[src/rtl/vec_loop_ctrl.sv]
// vec_loop_ctrl
//   Queues loop instructions and walks each one over a 2-D index space,
//   presenting one (row, col, op) beat per accepted handshake to a
//   downstream array. Row is the inner index. Beats can be gated by a
//   per-channel sync token. After the last beat the block waits for the
//   array to report drained before it loads the next instruction.
//
// Ports
//   clk, rst_n                   clock, asynchronous active-low reset
//   inst_valid / inst_ready      instruction push handshake
//   inst_row_end, inst_col_end   last row / column index of the instruction
//   inst_op                      opcode carried on every beat
//   inst_sync, inst_sync_sel     gate every beat on a token from this channel
//   sync_avail / sync_pop        token present per channel / one-hot consume
//   abort                        synchronous flush of current and queued work
//   arr_valid / arr_ready        beat handshake towards the array
//   arr_row, arr_col, arr_op     beat payload
//   arr_last                     final beat of the current instruction
//   arr_done                     array drained (only looked at while draining)
//   busy                         running, draining, or work queued
module vec_loop_ctrl #(
  parameter int ROW_W      = 4,
  parameter int COL_W      = 4,
  parameter int FIFO_DEPTH = 4,
  parameter int NSYNC      = 2,
  parameter int OPW        = 8,
  localparam int SELW      = (NSYNC > 1) ? $clog2(NSYNC) : 1
) (
  input  logic             clk,
  input  logic             rst_n,
  input  logic             inst_valid,
  output logic             inst_ready,
  input  logic [ROW_W-1:0] inst_row_end,
  input  logic [COL_W-1:0] inst_col_end,
  input  logic [OPW-1:0]   inst_op,
  input  logic             inst_sync,
  input  logic [SELW-1:0]  inst_sync_sel,
  input  logic [NSYNC-1:0] sync_avail,
  output logic [NSYNC-1:0] sync_pop,
  input  logic             abort,
  output logic             arr_valid,
  input  logic             arr_ready,
  output logic [ROW_W-1:0] arr_row,
  output logic [COL_W-1:0] arr_col,
  output logic [OPW-1:0]   arr_op,
  output logic             arr_last,
  input  logic             arr_done,
  output logic             busy
);

  localparam int AW = (FIFO_DEPTH > 1) ? $clog2(FIFO_DEPTH) : 1;
  localparam int CW = AW + 1;

  typedef enum logic [1:0] {
    ST_IDLE  = 2'd0,
    ST_RUN   = 2'd1,
    ST_DRAIN = 2'd2
  } state_t;

  typedef struct packed {
    logic [ROW_W-1:0] row_end;
    logic [COL_W-1:0] col_end;
    logic [OPW-1:0]   op;
    logic             sync;
    logic [SELW-1:0]  sel;
  } entry_t;

  entry_t           fifo_mem_r [FIFO_DEPTH];
  logic [AW-1:0]    wr_ptr_r, rd_ptr_r;
  logic [CW-1:0]    count_r;
  state_t           state_r, state_nxt_s;
  logic [ROW_W-1:0] row_r, row_end_r;
  logic [COL_W-1:0] col_r, col_end_r;
  logic [OPW-1:0]   op_r;
  logic             cur_sync_r;
  logic [SELW-1:0]  cur_sel_r;

  logic             full_s, empty_s, push_s, pop_s;
  logic             valid_s, beat_s, at_end_s;
  logic [NSYNC-1:0] sync_pop_s;
  entry_t           new_entry_s, head_s;

  assign full_s   = (count_r == CW'(FIFO_DEPTH));
  assign empty_s  = (count_r == {CW{1'b0}});
  assign push_s   = inst_valid & inst_ready;
  // The head is only taken while idle; abort wins over the load.
  assign pop_s    = (state_r == ST_IDLE) & ~empty_s & ~abort;
  assign head_s   = fifo_mem_r[rd_ptr_r];
  assign at_end_s = (row_r == row_end_r) & (col_r == col_end_r);
  assign beat_s   = valid_s & arr_ready;

  // Out-of-range channel selects fall back to channel 0 before queuing.
  always_comb begin
    new_entry_s.row_end = inst_row_end;
    new_entry_s.col_end = inst_col_end;
    new_entry_s.op      = inst_op;
    new_entry_s.sync    = inst_sync;
    if (32'(inst_sync_sel) < NSYNC) begin
      new_entry_s.sel = inst_sync_sel;
    end else begin
      new_entry_s.sel = {SELW{1'b0}};
    end
  end

  // Instruction queue storage.
  always_ff @(posedge clk or negedge rst_n) begin
    if (!rst_n) begin
      for (int i = 0; i < FIFO_DEPTH; i++) begin
        fifo_mem_r[i] <= '0;
      end
    end else if (push_s) begin
      fifo_mem_r[wr_ptr_r] <= new_entry_s;
    end
  end

  // Queue pointers and occupancy; abort empties the queue.
  always_ff @(posedge clk or negedge rst_n) begin
    if (!rst_n) begin
      wr_ptr_r <= {AW{1'b0}};
      rd_ptr_r <= {AW{1'b0}};
      count_r  <= {CW{1'b0}};
    end else if (abort) begin
      wr_ptr_r <= {AW{1'b0}};
      rd_ptr_r <= {AW{1'b0}};
      count_r  <= {CW{1'b0}};
    end else begin
      if (push_s) wr_ptr_r <= wr_ptr_r + AW'(1);
      if (pop_s)  rd_ptr_r <= rd_ptr_r + AW'(1);
      case ({push_s, pop_s})
        2'b10:   count_r <= count_r + CW'(1);
        2'b01:   count_r <= count_r - CW'(1);
        default: count_r <= count_r;
      endcase
    end
  end

  // State register.
  always_ff @(posedge clk or negedge rst_n) begin
    if (!rst_n) state_r <= ST_IDLE;
    else        state_r <= state_nxt_s;
  end

  // Next state and beat offer; the offer never looks at arr_ready.
  always_comb begin
    state_nxt_s = state_r;
    valid_s     = 1'b0;
    if (abort) begin
      state_nxt_s = ST_IDLE;
      valid_s     = 1'b0;
    end else begin
      case (state_r)
        ST_IDLE: begin
          if (!empty_s) state_nxt_s = ST_RUN;
          else          state_nxt_s = ST_IDLE;
        end
        ST_RUN: begin
          valid_s = ~cur_sync_r | sync_avail[cur_sel_r];
          if (valid_s & arr_ready & at_end_s) state_nxt_s = ST_DRAIN;
          else                                state_nxt_s = ST_RUN;
        end
        ST_DRAIN: begin
          if (arr_done) state_nxt_s = ST_IDLE;
          else          state_nxt_s = ST_DRAIN;
        end
        default: state_nxt_s = ST_IDLE;
      endcase
    end
  end

  // One token consumed per gated beat, on the instruction's channel.
  always_comb begin
    sync_pop_s = {NSYNC{1'b0}};
    if (beat_s & cur_sync_r) begin
      sync_pop_s[cur_sel_r] = 1'b1;
    end else begin
      sync_pop_s = {NSYNC{1'b0}};
    end
  end

  // Current instruction and loop indices; row is the inner index.
  always_ff @(posedge clk or negedge rst_n) begin
    if (!rst_n) begin
      row_r      <= {ROW_W{1'b0}};
      col_r      <= {COL_W{1'b0}};
      row_end_r  <= {ROW_W{1'b0}};
      col_end_r  <= {COL_W{1'b0}};
      op_r       <= {OPW{1'b0}};
      cur_sync_r <= 1'b0;
      cur_sel_r  <= {SELW{1'b0}};
    end else if (abort) begin
      row_r      <= {ROW_W{1'b0}};
      col_r      <= {COL_W{1'b0}};
      op_r       <= {OPW{1'b0}};
      cur_sync_r <= 1'b0;
    end else if (pop_s) begin
      row_r      <= {ROW_W{1'b0}};
      col_r      <= {COL_W{1'b0}};
      row_end_r  <= head_s.row_end;
      col_end_r  <= head_s.col_end;
      op_r       <= head_s.op;
      cur_sync_r <= head_s.sync;
      cur_sel_r  <= head_s.sel;
    end else if (beat_s) begin
      if (at_end_s) begin
        row_r <= {ROW_W{1'b0}};
        col_r <= {COL_W{1'b0}};
      end else if (row_r == row_end_r) begin
        row_r <= {ROW_W{1'b0}};
        col_r <= col_r + COL_W'(1);
      end else begin
        row_r <= row_r + ROW_W'(1);
      end
    end
  end

  assign inst_ready = ~full_s & ~abort;
  assign arr_valid  = valid_s;
  assign arr_last   = valid_s & at_end_s;
  assign sync_pop   = sync_pop_s;
  assign arr_row    = row_r;
  assign arr_col    = col_r;
  assign arr_op     = op_r;
  assign busy       = (state_r != ST_IDLE) | ~empty_s;

endmodule

[config.mk]
export PLATFORM = sky130hd
export DESIGN_NAME = vec_loop_ctrl
export DESIGN_NICKNAME = d
export VERILOG_FILES = /design/src/rtl/vec_loop_ctrl.sv
export SDC_FILE = /design/constraint.sdc
export NUM_CORES = 1
export LEC_CHECK = 0
export ABC_CLOCK_PERIOD_IN_PS = 3200
export BUFFER_PORTS_ARGS = -buffer_cell sky130_fd_sc_hd__clkbuf_2
export CORE_MARGIN = 8
export CORE_UTILIZATION = 59
export DETAILED_ROUTE_END_ITERATION = 10
export PLACE_DENSITY = 0.81
export SLEW_MARGIN = 0
export SYNTH_ARGS = -nofsm -noshare
export SYNTH_HDL_FRONTEND = slang
export SYNTH_SLANG_ARGS = --single-unit
[constraint.sdc]
create_clock -name clk -period 3.2 [get_ports clk]
set_input_delay 0.48 -clock clk [delete_from_list [all_inputs] [get_ports clk]]
set_output_delay 0.48 -clock clk [all_outputs]
set_load 0.05 [all_outputs]
==> results of run 1 <==
worst reg2reg max path: stages, from the launching register on:
cell and delay, ps:
dfrtp_1 460, or3_1 480, nand2_1 120, nor3_1 60, fa_1 370, inv_1 70
a21oi_1 40, mux2i_1 160, mux2_2 350
kinds of logic (layout without fill, tap and decap cells):
logic type / after synthesis / after routing / synth area share [%]
AO/OA/AOI/OAI: 32 / 32 / 4.05
XOR/XNOR: 12 / 12 / 2.01
adder cells (fa/ha/maj): 7 / 7 / 1.82
buffers and inverters: 23 / 76 / 2.90
flip-flops: 107 / 107 / 51.2
multiplexers: 104 / 104 / 29.1
AND/OR/NAND/NOR: 76 / 76 / 8.93
placed cells by master (no fill, tap or decap), types with 2 or more instances in the layout:
cell type,netlist,routed
mux2_4,40,40
a21oi_1,13,13
nor2b_1,4,4
mux4_2,18,18
inv_1,6,6
buf_4,1,7
nor3_1,3,3
mux2i_1,3,3
o21ai_0,2,2
ha_1,6,6
dfrtp_1,107,107
o211ai_1,4,4
nand2_8,4,4
clkbuf_2,1,46
nor3b_1,2,2
nand3_1,9,9
nand2b_1,3,3
nand4b_1,2,2
nand2_1,26,26
nor3b_2,2,2
clkbuf_8,0,9
inv_6,0,3
o31ai_1,2,2
nand4_1,2,2
o2111ai_1,2,2
nand3b_1,2,2
a2111oi_0,2,2
nor2_1,8,8
mux2_2,43,43
xnor2_1,11,11
and3_1,2,2
sequential cells by signal, indices dropped and copies added (netlist names):
name and cells:
arr_op 8, wr_ptr_r 2, state_r 2, count_r 3
arr_col 4, col_end_r 4, arr_row 4, row_end_r 4
rd_ptr_r 2, fifo_mem_r 72, cur_sel_r 1, cur_sync_r 1
metrics by stage:
stage	power, uW	cell area (sq um)	hold WS (ps)	setup WS, ps
5_1_grt	5420	5720	180	519
2_1_floorplan	3890	5230	184	365
6_report	5130	5720	132	660
3_5_place_dp	4370	5540	491	926
3_3_place_gp	4250	5540	482	993
4_1_cts	5160	5720	140	663
cell type report:
type | instances | area (sq um) | share of cell area, %
clock buffers | 9 | 124 | 2.17
multi-input cells | 231 | 2400 | 41.9
repair buffers | 54 | 303 | 5.29
inverters | 6 | 22.5 | 0.394
clock inverters | 7 | 58.8 | 1.03
well taps | 108 | 135 | 2.36
flip-flops and latches | 107 | 2680 | 46.8
worst paths after layout:
path	from	endpoint	slack, ps	cells past startpoint
max	arr_col[1]	arr_last	660	5
min	rst_n	fifo_mem_r[12]	130	1
max reg2reg	count_r[0]	count_r[2]	990	8
min reg2reg	fifo_mem_r[64]	fifo_mem_r[64]	510	1
max in group asynchronous	rst_n	count_r[1]	2360	2
min in group clk	inst_op[2]	fifo_mem_r[4]	380	2
where the power goes:
part           leakage, uW  internal, uW  switching [uW]
registers          0.00136          1940             415
logic              0.00120          1100             888
clock network    0.0000925           297             488
total              0.00266          3340            1790
per-layer routing:
| layer | vias to the layer above | wire length (um) | global-route usage, % |
|---|---|---|---|
| met5 | - | 0 | 0 |
| met4 | 0 | 131 | 5.61 |
| met1 | 1539 | 4410 | 24.9 |
| met2 | 84 | 4980 | 28.1 |
| li1 | 1403 | - | - |
| met3 | 9 | 590 | 3.78 |
==> results.toml, run 1 <==
[floorplan]
io_pins = 48
core-area_sq_um = 8680
die_height_um = 110
start_util_pct = 60.2
die-area_sq_um = 12100
die_w_um = 110
num_rows = 34

[clocking]
cts_post_setup_buffers_inserted = 0
ctsHoldBuffers = 0
htreeDepth = 3
cts_sinks = 107
cts_tree = "built"
clockRootBuffer = "clkbuf_8"
clk_latency_ps = 380
clk_pin_slew_ps = 100
cts_buffers = 9
cts_max_path_buffers = 2
cts_resized = 0

[sta]
slew_viol_final = 0
setup_tns_ps = 0
period_needed_ps = 2540
setup_violations = 0
fin_skew_ps = 15.0
relSlewSlack_pct = 32.8
fin_crit_sh_pct = 79.4
worst_pin_slew_ps = 1010
max_freq_mhz = 394
rsz0062_at_grt = "no"
hold_viol_final = 0

[synth]
ys_seq_elements = 107
synthTopCellsByArea = "dfrtp_1 51%, mux2_4 11%, mux2_2 9.3%, mux4_2 7.8%, nand2_1 1.9%"
avgSynthCellArea_sq_um = 14.5
yosys_most_used_dff = "dfrtp_1"
async_flop_share_pct = 100
synth.yosys.seq_area_share_pct = 51.2
synth_nets = 394
synth_common_cells = "107 x dfrtp_1, 43 x mux2_2, 40 x mux2_4"
yosysTopAreaCell = "dfrtp_1"
synth.top_cell.area_share_pct = 51.2
synth_area_sq_um = 5230
netlist_instances = 361
yosys_warnings = 0
yosysUniqueCellTypes = 50
synth_edf_count = 0
yosysMostFrequentCell = "dfrtp_1"

[job]
maxCapViolations = 0

[final_layout]
syn2layout_area_growth_pct = 9.41
diodes = 0
nFillCells = 624
drive_gt1_share_pct = 44.2
nNetsFinal = 442
finish.utilization_pct = 65.9
fin_cells = 522

[setup_path]
criticalPathCategory = "flop to output pin"
max_stage_delay_ps = 460
arrival_ps = 2060
critPathTopFamily = "simple AND/OR/NAND/NOR gates"
cp_max_fo = 7
cp.required_ps = 2720
path_buf_inv = 1
crit_chain = "xnor2_1 -> nand4_1 -> or2_2 -> nor2b_1 -> clkbuf_2"
cp-end-kind = "output pin"
crit_slowest_cell = "dfrtp_1"
critPathLaunchType = "flop"

[drt]
routed_wl_um = 10100
drt_iter0_drc = 117
drc = 0
avgViaCountPerCell = 5.81
first_pass_iters = 4
dr_total_vias = 3035
wl_per_cell_um = 19.4
final_antenna_net_count = 0

[global_routing]
grt_pass1_vias = 3215
grt.overflow.total = 0
grt_max_degree = 57
grt_pass1_wl_um = 16800
antenna_found_initial = 0
grt_util_all_layers_pct = 18.0

[place]
dp.cells = 506
gp_congestion = 0.824
hpwl_um = 6780
port_buffers = 47

[pwr]
cellPowerDensity_nw_per_um2 = 896
peakVddDrop_mv = 0.324
p_leak_uw = 0.00266

[worst_hold_path]
hold_class = "primary input to asynchronous set/reset pin"

[status]
outcome = "finished, final reports clean"
No activity file was read; power rests on OpenSTA's default activity.
==> inputs of run 2 (changes only) <==
--- a/config.mk
+++ b/config.mk
@@ -5,12 +5,12 @@
 export SDC_FILE = /design/constraint.sdc
 export NUM_CORES = 1
 export LEC_CHECK = 0
-export ABC_CLOCK_PERIOD_IN_PS = 3200
+export ABC_CLOCK_PERIOD_IN_PS = 2300
 export BUFFER_PORTS_ARGS = -buffer_cell sky130_fd_sc_hd__clkbuf_2
 export CORE_MARGIN = 8
-export CORE_UTILIZATION = 59
+export CORE_UTILIZATION = 54
 export DETAILED_ROUTE_END_ITERATION = 10
-export PLACE_DENSITY = 0.81
+export PLACE_DENSITY = 0.78
 export SLEW_MARGIN = 0
 export SYNTH_ARGS = -nofsm -noshare
 export SYNTH_HDL_FRONTEND = slang
==> constraint.sdc (replaced) <==
create_clock -name clk -period 2.3 [get_ports clk]
set_input_delay 0.345 -clock clk [delete_from_list [all_inputs] [get_ports clk]]
set_output_delay 0.345 -clock clk [all_outputs]
set_load 0.05 [all_outputs]
==> results.toml, run 2 (synthesis gave the netlist of run 1 again) <==
[status]
outcome = "finished, final reports clean"

[final_layout]
top_register = "fifo_mem_r"
drive_gt1_share_pct = 46.6
nNetsFinal = 453
final_cell_area_sq_um = 5890
fin_cells = 558
syn2layout_area_growth_pct = 12.8
largest_register_ff_count = 72
final_common_cell = "dfrtp_1"
diodes = 0
layout_common_cells = "107 x dfrtp_1, 44 x clkbuf_2, 43 x mux2_2"

[job]
maxCapViolations = 0

[sta]
hold_viol_final = 0
slew_viol_final = 0
worst_pin_slew_ps = 556
fin_hold_ws_ps = 251
fin_skew_ps = 4.40
setup_tns_ps = 0
rsz0062_at_grt = "no"
relSlewSlack_pct = 62.9
period_needed_ps = 2170
setup_violations = 0
fin_crit_sh_pct = 94.2
worst_slack_ps = 133
max_freq_mhz = 462

[pwr]
p_leak_uw = 0.00272
cellPowerDensity_nw_per_um2 = 1220
peakVddDrop_mv = 0.448

[drt]
avgViaCountPerCell = 5.54
dr_total_vias = 3089
drt_iter0_drc = 145
wl_per_cell_um = 17.9
final_antenna_net_count = 0
routed_wl_um = 10000
first_pass_iters = 6
drc = 0

[setup_path]
arrival_ps = 1820
reg2reg_slack_ps = 230
cp_max_fo = 10
cp.required_ps = 1960
critPathLaunchType = "flop"
crit_slowest_cell = "dfrtp_1"
crit_chain = "nor4bb_4 -> a21bo_4 -> nor3b_4 -> buf_12"
criticalPathCategory = "flop to output pin"
max_stage_delay_ps = 450
cp-end-kind = "output pin"

[floorplan]
core-area_sq_um = 9590
die-area_sq_um = 13100
die_w_um = 114
num_rows = 36
start_util_pct = 54.5
die_height_um = 114
io_pins = 48

[place]
dp_worst_setup_slack_ps = 219
placed_area_sq_um = 5670
hpwl_um = 7040
port_buffers = 47
dp.cells = 541
gp_congestion = 0.779

[clocking]
cts_buffers = 9
htreeDepth = 3
cts_max_path_buffers = 2
cts_tree = "built"
clockRootBuffer = "clkbuf_8"
clk_pin_slew_ps = 90
cts_sinks = 107
clk_latency_ps = 370
cts_post_setup_buffers_inserted = 0

[global_routing]
grt_pass1_vias = 3280
grt_util_all_layers_pct = 16.6
grt_max_degree = 44
grt_pass1_wl_um = 17000
antenna_found_initial = 0
grt.overflow.total = 0

[worst_hold_path]
hold_class = "primary input to flop"
## run 2: timing repair
item,in CTS,in global routing
hold buffers,1,0
gates resized for setup,1,7
hold endpoints to repair,39,0
endpoints found under the setup margin,1,2
## run 2: worst max-delay path, delay by kind of cell (launching register included)
family                 cells  cell delay [ps]
buffers and inverters      1              160
and+or+nand+nor            2              530
DFF                        1              450
AOI/OAI and AO/OA          1              310
## run 2: worst paths after layout
check                               startpoint             end  cells past startpoint
worst min-delay path                inst_op[5]  fifo_mem_r[25]                      2
worst min register to register  fifo_mem_r[17]  fifo_mem_r[17]                      1
min in group asynchronous                rst_n  fifo_mem_r[34]                      2
worst max-delay path                state_r[1]     sync_pop[0]                      4
worst max register to register      count_r[0]      count_r[2]                      8
max in group asynchronous                rst_n  fifo_mem_r[69]                      3
## run 2: cell type report
type	count	area, sq um
fill	721	3700
multi-input combinational	231	2440
tap	133	166
clock inverter	4	25.0
clock buffer	12	155
timing repair buffer	65	405
inverter	6	22.5
sequential	107	2680
## run 2: power by group
part | internal [uW] | total, uW | switching (uW)
Combinational | 1610 | 2920 | 1310
Clock | 450 | 1050 | 605
Sequential | 2700 | 3210 | 516
## run 2: through the flow
step	util (%)	total power [uW]
finish	61.4	7190
global placement	59.1	6000
detailed placement	59.1	6150
CTS	61.1	7220
floorplan	-	5420
global route	61.4	7630
## run 2: metal layers
layer	up-vias	track usage [%]	wire, um
met3	18	2.95	334
met1	1587	21.9	4520
li1	1427	-	-
met4	0	7.63	236
met5	-	0	0
met2	57	26.3	4920
==> inputs of run 3 (changes only) <==
--- a/config.mk
+++ b/config.mk
@@ -10,7 +10,7 @@
 export CORE_MARGIN = 8
 export CORE_UTILIZATION = 54
 export DETAILED_ROUTE_END_ITERATION = 10
-export PLACE_DENSITY = 0.78
+export PLACE_DENSITY = 0.82
 export SLEW_MARGIN = 0
 export SYNTH_ARGS = -nofsm -noshare
 export SYNTH_HDL_FRONTEND = slang
==> results.toml, run 3 (synthesis gave the netlist of run 1 again) <==
[status]
outcome = "finished, final reports clean"

[place]
placed_area_sq_um = 5650
dp.cells = 537
gp_congestion = 0.810
dp_worst_setup_slack_ps = 248
port_buffers = 47
hpwl_um = 6800

[clocking]
cts_tree = "built"
clk_pin_slew_ps = 90
clk_latency_ps = 370
cts_buffers = 9
cts_max_path_buffers = 2
clockRootBuffer = "clkbuf_8"
htreeDepth = 3
cts_sinks = 107

[global_routing]
grt.overflow.total = 0
grt_max_degree = 86
grt_util_all_layers_pct = 16.6
use_met3_pct = 3.69
grt.busiest_layer = "met2"
grt_pass1_wl_um = 16800
grt_pass1_vias = 3232
grt.met2_usage_pct = 26.5
grt_use_met1_pct = 20.8
antenna_found_initial = 0

[pwr]
p_leak_uw = 0.00272
cellPowerDensity_nw_per_um2 = 1250
peakVddDrop_mv = 0.436

[sta]
fin_crit_sh_pct = 96.2
period_needed_ps = 2210
fin_skew_ps = 6.78
max_freq_mhz = 452
worst_pin_slew_ps = 441
setup_violations = 0
relSlewSlack_pct = 70.6
hold_viol_final = 0
worst_slack_ps = 88.5
slew_viol_final = 0
setup_tns_ps = 0

[floorplan]
die_w_um = 114
die-area_sq_um = 13100
io_pins = 48
die_height_um = 114
start_util_pct = 54.5
core-area_sq_um = 9590
num_rows = 36

[final_layout]
final_common_cell = "dfrtp_1"
nNetsFinal = 449
largest_register_ff_count = 72
drive_gt1_share_pct = 45.8
fin_cells = 554
top_register = "fifo_mem_r"
diodes = 0
syn2layout_area_growth_pct = 12.8
layout_common_cells = "107 x dfrtp_1, 44 x clkbuf_2, 43 x mux2_2"
final_cell_area_sq_um = 5900

[setup_path]
criticalPathCategory = "flop to output pin"
cp.required_ps = 1960
critPathLaunchType = "flop"
cp-end-kind = "output pin"
arrival_ps = 1870
cp_max_fo = 10

[drt]
dr_total_vias = 3092
drt_iter0_drc = 159
routed_wl_um = 10100
drc = 0
first_pass_iters = 4
wl_per_cell_um = 18.3
avgViaCountPerCell = 5.58
final_antenna_net_count = 0

[worst_hold_path]
hold_class = "primary input to flop"

[job]
maxCapViolations = 0
[run 3: changes by cell type in the layout (fill, tap and decap cells not counted)]
| cell | before | now |
|---|---|---|
| mux2i_2 | 1 | 0 |
| nor4bb_4 | 1 | 0 |
| bufinv_16 | 0 | 1 |
| mux2i_1 | 2 | 3 |
| clkinv_2 | 2 | 0 |
| clkbuf_8 | 11 | 12 |
| nor4bb_2 | 0 | 1 |
| buf_12 | 2 | 3 |
| buf_4 | 17 | 12 |
[run 3: cell type report]
class / instances / area, sq um
clock buffer: 13 / 169
clock inverter: 3 / 45.0
fill: 743 / 3700
inverter: 6 / 22.5
multi-input combinational: 231 / 2430
sequential: 107 / 2680
tap: 133 / 166
timing repair buffer: 61 / 388
[run 3: stage by stage]
stage	hold WS, ps	util, %	power, uW
finish	246	61.5	7350
global route	243	61.5	7770
CTS	233	61.3	7380
detailed placement	260	58.9	6150
global placement	256	58.9	5990
floorplan	49.4	-	5420
[run 3: what timing repair did]
item | in CTS | in global routing
setup endpoints to repair | 1 | 2
cloned | 0 | 0
gates resized for setup | 1 | 5
buffers inserted | 0 | 0
endpoints found under the hold margin | 22 | 0
hold buffers | 1 | 0
[run 3: power breakdown]
part | internal [uW] | switching (uW)
clock | 593 | 624
combinational | 1600 | 1340
sequential | 2700 | 497
[run 3: worst paths after layout]
| kind | start | to | slack [ps] | cells past startpoint |
|---|---|---|---|---|
| worst max-delay path | state_r[1] | sync_pop[0] | 90 | 4 |
| worst min-delay path | inst_col_end[1] | fifo_mem_r[65] | 250 | 2 |
| worst max register to register | count_r[0] | count_r[2] | 240 | 8 |
| worst min register to register | fifo_mem_r[41] | fifo_mem_r[41] | 510 | 1 |
| max in group asynchronous | rst_n | state_r[0] | 1160 | 3 |
| min in group asynchronous | rst_n | fifo_mem_r[16] | 410 | 2 |
[run 3: critical path: stages (launching register included)]
cell      delay [ps]
dfrtp_1          440
nor4bb_2         330
a21bo_4          320
nor3b_4          240
buf_12           170
[run 3: routing by layer]
metal | wire [um] | share of wire [%]
met3 | 407 | 4.0
met5 | 0 | 0
met1 | 4500 | 44
met2 | 4990 | 49
met4 | 229 | 2.3
